<file path="src/rtl/sub_pkg.sv">
// Shared encodings for the chunked subtractor: operation modes and FSM states.
package sub_pkg;

  typedef enum logic [1:0] {
    MODE_SUB = 2'b00,
    MODE_SBC = 2'b01,
    MODE_CMP = 2'b10,
    MODE_NEG = 2'b11
  } mode_e;

  typedef enum logic [1:0] {
    ST_IDLE = 2'b00,
    ST_BUSY = 2'b01,
    ST_DONE = 2'b10
  } state_e;

endpackage

</file>
<file path="src/rtl/chunk_subtractor.sv">
// Combinational CHUNK-bit subtract with borrow-in/borrow-out; one slice of the wide operation.
module chunk_subtractor #(
  parameter int CHUNK = 4
) (
  input  logic [CHUNK-1:0] a_i,
  input  logic [CHUNK-1:0] b_i,
  input  logic             bin_i,
  output logic [CHUNK-1:0] diff_o,
  output logic             bout_o
);

  logic [CHUNK:0] full;

  // The extra top bit of the widened difference is the borrow out of this slice.
  assign full   = {1'b0, a_i} - {1'b0, b_i} - {{CHUNK{1'b0}}, bin_i};
  assign diff_o = full[CHUNK-1:0];
  assign bout_o = full[CHUNK];

endmodule

</file>
<file path="src/rtl/chunked_subtractor.sv">
// Multi-cycle subtractor: processes CHUNK bits per clock, LSB first, and
// publishes the full difference and flags only when the last chunk completes.
module chunked_subtractor
  import sub_pkg::*;
#(
  parameter int WIDTH = 16,
  parameter int CHUNK = 4
) (
  input  logic             clk,
  input  logic             rst,
  input  logic             start,
  input  logic [1:0]       mode,
  input  logic [WIDTH-1:0] a,
  input  logic [WIDTH-1:0] b,
  input  logic             bin,
  output logic             busy,
  output logic             done,
  output logic [WIDTH-1:0] diff,
  output logic             bout,
  output logic             zero,
  output logic             ovf
);

  localparam int N  = WIDTH / CHUNK;
  localparam int CW = (N > 1) ? $clog2(N) : 1;
  localparam logic [CW-1:0] LAST = CW'(N - 1);

  state_e           state_q;
  mode_e            mode_q;
  logic [CW-1:0]    cnt_q;
  logic [WIDTH-1:0] opA_q, opB_q, res_q, diff_q;
  logic             borrow_q, aMsb_q, bMsb_q, nonZero_q;
  logic             bout_q, zero_q, ovf_q;

  logic [CHUNK-1:0] chunkDiff;
  logic             chunkBout;
  logic [WIDTH-1:0] chunkExt, res_d;
  logic             ovf_d, zero_d, accept;

  chunk_subtractor #(.CHUNK(CHUNK)) u_chunk (
    .a_i    (opA_q[CHUNK-1:0]),
    .b_i    (opB_q[CHUNK-1:0]),
    .bin_i  (borrow_q),
    .diff_o (chunkDiff),
    .bout_o (chunkBout)
  );

  // Each new chunk enters the result from the top, so after N steps it is fully aligned.
  always_comb begin
    chunkExt = WIDTH'(chunkDiff);
    res_d    = (res_q >> CHUNK) | (chunkExt << (WIDTH - CHUNK));
    ovf_d    = (aMsb_q != bMsb_q) && (chunkDiff[CHUNK-1] != aMsb_q);
    zero_d   = !(nonZero_q || (|chunkDiff));
    accept   = start && (state_q != ST_BUSY);
  end

  always_ff @(posedge clk or posedge rst) begin
    if (rst) begin
      state_q   <= ST_IDLE;
      mode_q    <= MODE_SUB;
      cnt_q     <= '0;
      opA_q     <= '0;
      opB_q     <= '0;
      res_q     <= '0;
      diff_q    <= '0;
      borrow_q  <= 1'b0;
      aMsb_q    <= 1'b0;
      bMsb_q    <= 1'b0;
      nonZero_q <= 1'b0;
      bout_q    <= 1'b0;
      zero_q    <= 1'b0;
      ovf_q     <= 1'b0;
    end else begin
      case (state_q)
        ST_BUSY: begin
          opA_q     <= opA_q >> CHUNK;
          opB_q     <= opB_q >> CHUNK;
          borrow_q  <= chunkBout;
          res_q     <= res_d;
          nonZero_q <= nonZero_q || (|chunkDiff);
          if (cnt_q == LAST) begin
            state_q <= ST_DONE;
            cnt_q   <= '0;
            if (mode_q != MODE_CMP) diff_q <= res_d;
            bout_q  <= chunkBout;
            zero_q  <= zero_d;
            ovf_q   <= ovf_d;
          end else begin
            cnt_q <= cnt_q + CW'(1);
          end
        end
        default: begin
          // IDLE and DONE both accept a new request; NEG forces the minuend to zero.
          if (accept) begin
            state_q   <= ST_BUSY;
            mode_q    <= mode_e'(mode);
            cnt_q     <= '0;
            opA_q     <= (mode == MODE_NEG) ? '0 : a;
            opB_q     <= b;
            aMsb_q    <= (mode == MODE_NEG) ? 1'b0 : a[WIDTH-1];
            bMsb_q    <= b[WIDTH-1];
            borrow_q  <= (mode == MODE_SBC) && bin;
            nonZero_q <= 1'b0;
          end else begin
            state_q <= ST_IDLE;
          end
        end
      endcase
    end
  end

  assign busy = (state_q == ST_BUSY);
  assign done = (state_q == ST_DONE);
  assign diff = diff_q;
  assign bout = bout_q;
  assign zero = zero_q;
  assign ovf  = ovf_q;

endmodule

</file>
<file path="config.mk">
export PLATFORM = sky130hd
export DESIGN_NAME = chunked_subtractor
export DESIGN_NICKNAME = d
export VERILOG_FILES = /design/src/rtl/sub_pkg.sv /design/src/rtl/chunk_subtractor.sv /design/src/rtl/chunked_subtractor.sv
export SDC_FILE = /design/constraint.sdc
export NUM_CORES = 1
export LEC_CHECK = 0
export ABC_AREA = 0
export CORE_MARGIN = 4
export CORE_UTILIZATION = 52
export CTS_BUF_LIST = sky130_fd_sc_hd__clkbuf_4 sky130_fd_sc_hd__clkbuf_8 sky130_fd_sc_hd__clkbuf_16
export CTS_CLUSTER_DIAMETER = 80
export CTS_CLUSTER_SIZE = 10
export DETAILED_ROUTE_END_ITERATION = 12
export PLACE_DENSITY = 0.8
export SETUP_SLACK_MARGIN = 0.1
export SKIP_CTS_REPAIR_TIMING = 1
export SYNTH_ARGS = -nofsm -noshare
export SYNTH_HDL_FRONTEND = slang
export SYNTH_SLANG_ARGS = --single-unit
</file>
<file path="constraint.sdc">
create_clock -name clk -period 2.4 [get_ports clk]
set_input_delay 0.24 -clock clk [delete_from_list [all_inputs] [get_ports clk]]
set_output_delay 0.24 -clock clk [all_outputs]
set_load 0.1 [all_outputs]
</file>
* Yosys cells after proc, flatten, opt, wreduce, memory -nomap -nowiden
Index checks and enable logic that the tools add are counted.
** Word-level totals
- Logic and storage cells :: 55
- Output and inout bits :: 21
- Register bits :: 77
** Operators by class
- Bitwise operators :: 2
- Reductions and logical operators :: 10
- $add $sub $neg :: 3
- Equality and inequality tests :: 10
- Mux-type cells :: 16
** Operators by type and width (count)
- 16-bit two-way mux :: 5
- 12-bit by 16-bit bitwise OR with 16-bit output :: 1
- 2-bit two-way mux :: 5
- 2-bit == test (second input constant) :: 3
- 1-bit two-way mux :: 6
- 4-bit by 4-bit subtractor with 5-bit output :: 1
- 5-bit by 1-bit subtractor with 5-bit output :: 1
- 2-bit by 1-bit == test with 1-bit output (second input constant) :: 2
- 2-bit by 1-bit != test with 1-bit output (second input constant) :: 2
- 2-bit AND reduction :: 2
- 4-bit OR reduction :: 1
- 1-bit logical AND :: 3
- 3-bit AND reduction :: 1
- 2-bit by 1-bit adder with 2-bit output (second input constant) :: 1
- 1-bit != test :: 2
- 2-bit != test (second input constant) :: 1
- 2-bit nonzero test :: 1
- 1-bit zero test :: 1
- 1-bit logical OR :: 1
- 1-bit inverter :: 1

* Depth between registers and ports, before layout
Gate-level depths: netlist (run 1).
- Word-level depth :: 5
- Mapped depth :: 8
- Depth with buffers taken out :: 8

* Hierarchy
A second synthesis (run 1) with hierarchy kept.
** Second synthesis, totals
- Cell total of the unflattened synthesis :: 274
- Area total of the unflattened synthesis :: 3266.9 um2
** By module, submodules not included
- chunked_subtractor :: seq. area each 1826.8 um2, instances 1, area each 3059.2 um2, cells an instance 250
- chunk_subtractor :: seq. area each 0.0 um2, instances 1, area each 207.7 um2, cells an instance 24

* Least setup slack after synthesis (run 1)
Ideal clock, no wire load.
- Path kind :: register to register
- Start :: reg state_q[1]
- End :: reg borrow_q
- Arrival time :: 1.931 ns
- Setup slack :: 0.282 ns
- Library setup time :: 0.187 ns
- Stages on the path, launching flop included :: 6
- Path buffers :: 2
- Cells stage by stage :: dfrtp_1 -> nand2b_1 -> inv_1 -> buf_2 -> buf_1 -> a21oi_1
** On the way
- Elaborated cells on any way between the ends :: 5
- Those cells by class :: eq/ne (2); mux (1); reduce/logical (2)
** RTL lines
- start, declared :: RTL line chunked_subtractor.sv:28 : state_e state_q;
- start signal, assigned :: RTL line chunked_subtractor.sv:59 : state_q <= ST_IDLE;
- start signal, assigned :: RTL line chunked_subtractor.sv:82 : state_q <= ST_DONE;
- start signal, assigned :: RTL line chunked_subtractor.sv:95 : state_q <= ST_BUSY;
- 2-bit by 1-bit == test with 1-bit output (*)
- named net busy :: RTL line chunked_subtractor.sv:16 : output logic busy,
- 1-bit two-way mux / 2-bit nonzero test (equally long branches)
- end signal, assigned :: RTL line chunked_subtractor.sv:78 : borrow_q <= chunkBout;
- end signal, assigned :: RTL line chunked_subtractor.sv:102 : borrow_q <= (mode == MODE_SBC) && bin;
- end, declared :: RTL line chunked_subtractor.sv:32 : logic borrow_q, aMsb_q, bMsb_q, nonZero_q;
The timed path passes the listed nets; every way through them passes the cells marked *.
A chain may end at the register's enable or synchronous reset.

* Worst setup path in the final report (run 1)
- Start :: reg borrow_q
- End :: reg nonZero_q
** On the way
- Word-level cells in the longest chain between the ends :: 4
** Ends and longest elaborated chain
- 5-bit by 1-bit subtractor with 5-bit output :: RTL line chunk_subtractor.sv:15 : assign full = {1'b0, a_i} - {1'b0, b_i} - {{CHUNK{1'b0}}, bin_i};
- 4-bit OR reduction :: RTL line chunked_subtractor.sv:80 : nonZero_q <= nonZero_q || (|chunkDiff);
- 1-bit logical OR :: RTL line chunked_subtractor.sv:80
- 1-bit two-way mux :: RTL line chunked_subtractor.sv:74 : case (state_q)
- end signal, assigned :: RTL line chunked_subtractor.sv:80
- end, declared :: RTL line chunked_subtractor.sv:32
No other way between the ends.

==> qor.csv, run 1 <==
metric;value;unit
antennaDiodeCount;0;
grt_pass1_vias;2381;
drt_pre_antenna_iters;4;
clockRootBuffer;clkbuf_8;
placed_cell_area;3830;um2
final_common_cell;dfrtp_1;
final_cells;420;
critPathRequiredTime;2.61;ns
startpoint;borrow_q;
crit_path_max_incr_delay;0.49;ns
fmax;475;MHz
busiest_layer;met2;
layout.nets;385;
synth_area;3180;um2
hold_violations;0;
die_h;86.2;um
worst_path_dominant_cell_family;adder cells;
antenna_left;0;
wl_per_cell;15.4;um
htreeDepth;3;
critical_path_class;flop to flop;
synth_seq_cells;73;
drtIter0Drc;138;
grt_usage;19.2;%
grt_first_pass_wirelength;11.1;mm
fillers;483;
finalWirelength;6.48;mm
grt_max_degree;34;
core.rowCount;28;
initial_utilization;53.7;%
cts_tree;built;
die_x;86.2;um
status;completed;
worst_r2r_path_depth;8;
crit_cells;8;
slew_headroom;48.3;%
hp-class;primary input to async pin;
synth_nets;323;
grtUsageMet3;5.23;%
synthTopCellsByArea;dfrtp_1, nand2_1, mux2_2;
drv_slew;0;
netlist_instances;278;
crit_arrival;2.32;ns
rsz0062_at_grt;false;
r2r_start;borrow_q;
synth_area_per_cell;11.4;um2
post-route-period-util;87.8;%
cts-buffers-inserted;9;
syn_to_final_growth;26.6;%
grtUsageMet1;24.5;%
top_level_ports;59;
min_period;2.11;ns
antenna_found_initial;0;
clock_sinks;73;
setup_violations;0;
worstMarginPinSlew;0.775;ns
critPathCaptureType;flop;
max_cap_violations;0;
clk_latency;0.34;ns
drc;0;
cp_slowest_cell;or4b_1;
synth.yosys.seq_area_share;57.5;%
final_cell_mix;dfrtp_1, nand2_1, clkdlybuf4s50_1, buf_4;
yosysTopAreaCell;dfrtp_1;
ys_types;33;
routed_via_density;5.48;
dieArea;7430;um2
skew;0.00693;ns
cts.clk_slew.worst_paths;0.08;ns
gr-usage-met2;31.5;%
yosysWarningCount;0;
final.setup.tns;0;ns
layout-drive-gt1-share;19.7;%
cp_cell_sequence;inv_1 -> fa_1 -> inv_1 -> fa_1 -> xnor2_1 -> or4b_1 -> a21oi_2 -> o21ai_1;
design_area;4020;um2
synth_top_area_share;57.5;%
clock_path_buffers;2;
critPathMaxFanout;3;
io_buffers;58;
num_vias;2300;
gp_congestion;0.800;
grt_overflow;0;
startpoint_type;flop;
hpwl;4.53;mm
hold_ws;0.262;ns
placed_cells;404;
path_buf_inv;2;
core_region_area;5920;um2
==> synth_stat cells <==
| master | count |
|---|---|
| a21oi_1 | 4 |
| a21oi_2 | 2 |
| a21oi_4 | 1 |
| a221o_1 | 12 |
| a22o_1 | 5 |
| a31o_2 | 1 |
| a31oi_1 | 1 |
| and2_1 | 1 |
| buf_1 | 3 |
| buf_2 | 4 |
| buf_4 | 1 |
| clkbuf_1 | 7 |
| dfrtp_1 | 73 |
| fa_1 | 2 |
| ha_1 | 5 |
| inv_1 | 14 |
| mux2_1 | 1 |
| mux2_2 | 17 |
| mux2i_1 | 16 |
| nand2_1 | 51 |
| nand2b_1 | 2 |
| nand3_1 | 1 |
| nand3b_1 | 3 |
| nand4b_1 | 2 |
| nor2_1 | 8 |
| nor2b_1 | 4 |
| nor3_1 | 4 |
| nor3b_1 | 9 |
| o21ai_0 | 18 |
| o21ai_1 | 1 |
| o31ai_1 | 2 |
| or4b_1 | 1 |
| xnor2_1 | 2 |
==> routing by layer <==
metal	routed length, um	part of all wire, %
met5	0	0
met4	107	1.7
met3	391	6.0
met2	3160	49
met1	2820	44
==> kinds of logic after synthesis <==
kind of cell,share of synthesized area (%)
AO/OA/AOI/OAI,10.8
XOR/XNOR,0.551
adder cells (fa/ha/maj),3.23
buffers and inverters,3.70
flip-flops,57.5
multiplexers,11.4
AND/OR/NAND/NOR,12.8
==> sequential cells by signal (all words and copies together) (netlist names), 2 cells and up <==
| name | cells |
|---|---|
| diff | 16 |
| opA_q | 16 |
| opB_q | 16 |
| res_q | 12 |
| cnt_q | 2 |
| mode_q | 2 |
| state_q | 2 |
==> path summary, 6_finish.rpt <==
kind,slack (ns),end
max,0.29,nonZero_q
max reg2reg,0.29,nonZero_q
max in group asynchronous,1.55,opB_q[7]
min in group clk,0.48,res_q[6]
min reg2reg,0.48,res_q[6]
min,0.26,ovf
==> layout make-up <==
type	count	area, um2	area share, %
multi-input combinational	176	1230	30.7
inverter	14	52.6	1.31
tap	75	93.8	2.33
clock inverter	4	26.3	0.653
clock buffer	12	165	4.10
timing repair buffer	66	626	15.5
sequential	73	1830	45.4
==> per-stage QoR <==
stage	utilization, %	worst slack, ns
after detailed placement	64.7	0.224
after global routing	68.0	0.163
final	68.0	0.293
after floorplan	-	0.282
after global placement	64.7	0.278
after CTS	68.0	0.206
Power of run 1 is left out: the tool's default activity adds up to more than one toggle a clock period on the data nets, which glitch-free logic cannot reach.
==> inputs of run 2 (changes only) <==
- CELL_PAD_IN_SITES_DETAIL_PLACEMENT: default -> 1
- CELL_PAD_IN_SITES_GLOBAL_PLACEMENT: default -> 2
- CORE_MARGIN: 4 -> default
- CORE_UTILIZATION: 52 -> 34
- PLACE_DENSITY: 0.8 -> default
- PLACE_DENSITY_LB_ADDON: default -> 0.1
==> run 2 against run 1 <==
Effect of this change:
- sequential cell count did not move
- clock-buffer cell count fell by 3
- maximum frequency down 1.7%
- via count decreased by 1.4%
==> qor.csv, run 2 (synthesized netlist as in run 1, its figures left out) <==
metric;value;unit;change
max_cap_violations;0;;unchanged
critPathMaxFanout;3;;unchanged
final_cell_mix;dfrtp_1, nand2_1, clkdlybuf4s50_1, buf_4;;
initial_utilization;35.7;%;-18 points
clock_path_buffers;2;;unchanged
worstMarginPinSlew;0.471;ns;-0.304 ns
critical_path_class;flop to flop;;
htreeDepth;3;;unchanged
hp-class;primary input to async pin;;
routed_via_density;5.02;;-8.4%
rsz0062_at_grt;false;;
dieArea;9740;um2;+31%
critPathRequiredTime;2.68;ns;+0.07 ns
cts-buffers-inserted;9;;unchanged
cts.clk_slew.worst_paths;0.08;ns;about the same
antenna_found_initial;0;;unchanged
skew;0.00899;ns;+0.00206 ns
grt_overflow;0;;unchanged
die_h;98.7;um;+15%
fillers;973;;+100%
core.rowCount;34;;+21%
slew_headroom;68.6;%;+20 points
final.setup.tns;0;ns;unchanged
clockRootBuffer;clkbuf_8;;
startpoint_type;flop;;
power-per-cell-area;1570;nW/um2;
gp_congestion;0.712;;-11%
crit_arrival;2.42;ns;+0.10 ns
hold_violations;0;;unchanged
vdd_ir_drop_max;656;uV;
finalWirelength;7.01;mm;+8.2%
cts_tree;built;;
grt_usage;16.0;%;-3.2 points
top_level_ports;59;;unchanged
antenna_left;0;;unchanged
leakage;1.88;nW;
setup_violations;0;;unchanged
die_x;98.7;um;+15%
multi_input_area;1230;um2;unchanged
min_period;2.14;ns;+0.0354 ns
drtIter0Drc;67;;-51%
core_region_area;8890;um2;+50%
ff_latch_area;1830;um2;unchanged
critPathCaptureType;flop;;
hold_ws;0.286;ns;+0.0234 ns
syn_to_final_growth;27.8;%;
num_vias;2267;;-1.4%
antennaDiodeCount;0;;unchanged
drt_pre_antenna_iters;4;;unchanged
layout.nets;384;;-0.26%
clk_latency;0.34;ns;about the same
drc;0;;unchanged
fmax;467;MHz;-1.7%
clock_sinks;73;;unchanged
grt_pass1_vias;2454;;+3.1%
status;completed;;
drv_slew;0;;unchanged
hpwl;4.77;mm;+5.1%
wl_per_cell;15.5;um;+0.51%
grt_first_pass_wirelength;12.1;mm;+9.3%
grt_max_degree;74;;+120%
utilization;45.7;%;-22 points
io_buffers;58;;unchanged
post-route-period-util;89.3;%;+1.5 points
layout-drive-gt1-share;19.5;%;-0.23 points
final_common_cell;dfrtp_1;;
## run 2: changes by cell type in the layout (fill, tap and decap cells not counted)
cell | previous run | this run
buf_4 | 26 | 25
clkbuf_8 | 12 | 9
clkinvlp_4 | 1 | 3
bufinv_16 | 0 | 1
## run 2: report_power, final
group          switching, mW  internal (mW)  leakage, nW
combinational           2.30           1.06        0.869
clock                  0.463          0.477       0.0912
sequential             0.303           1.77        0.923
total                   3.07           3.31         1.88
## run 2: metal layers
metal  routed length (um)  global-route usage [%]  up-vias
met5                    0                       0        -
met4                   61                    4.48        0
met3                  221                    4.40        5
met2                 3420                    26.9       37
met1                 3300                    20.3     1140
li1                     -                       -     1085
## run 2: metrics by stage
stage	setup WS [ns]	cells	cell area, um2	power, mW
2_1_floorplan	0.282	278	3180	4.61
3_3_place_gp	0.243	436	3870	5.43
3_5_place_dp	0.197	436	3870	5.51
4_1_cts	0.183	452	4060	6.48
5_1_grt	0.146	452	4060	6.83
6_report	0.257	452	4060	6.38
## run 2: area by class of cell
cell class	count	area share, %
clock buffer	9	3.05
clock inverter	7	1.76
multi-input combinational	176	30.4
sequential	73	45.0
timing repair buffer	65	15.2
inverter	14	1.29
tap	108	3.33
## run 2: critical path, cell delays in order (launching register included)
cell and delay [ns]:
dfrtp_1 0.38, inv_1 0.08, fa_1 0.20, inv_1 0.06
fa_1 0.41, xnor2_1 0.17, or4b_1 0.50, a21oi_2 0.14
mux2_1 0.15
## run 2: final timing paths
kind | depth (start not counted) | to | slack [ns] | startpoint
worst min-delay path | 3 | diff[11] | 0.29 | rst
worst max register to register | 8 | zero | 0.26 | opB_q[0]
worst min register to register | 2 | res_q[6] | 0.47 | res_q[6]
worst max-delay path | 8 | zero | 0.26 | opB_q[0]
min in group clk | 2 | res_q[6] | 0.47 | res_q[6]
max in group asynchronous | 3 | opB_q[15] | 1.78 | rst
Note: power is estimated with default switching activity, not from simulation.
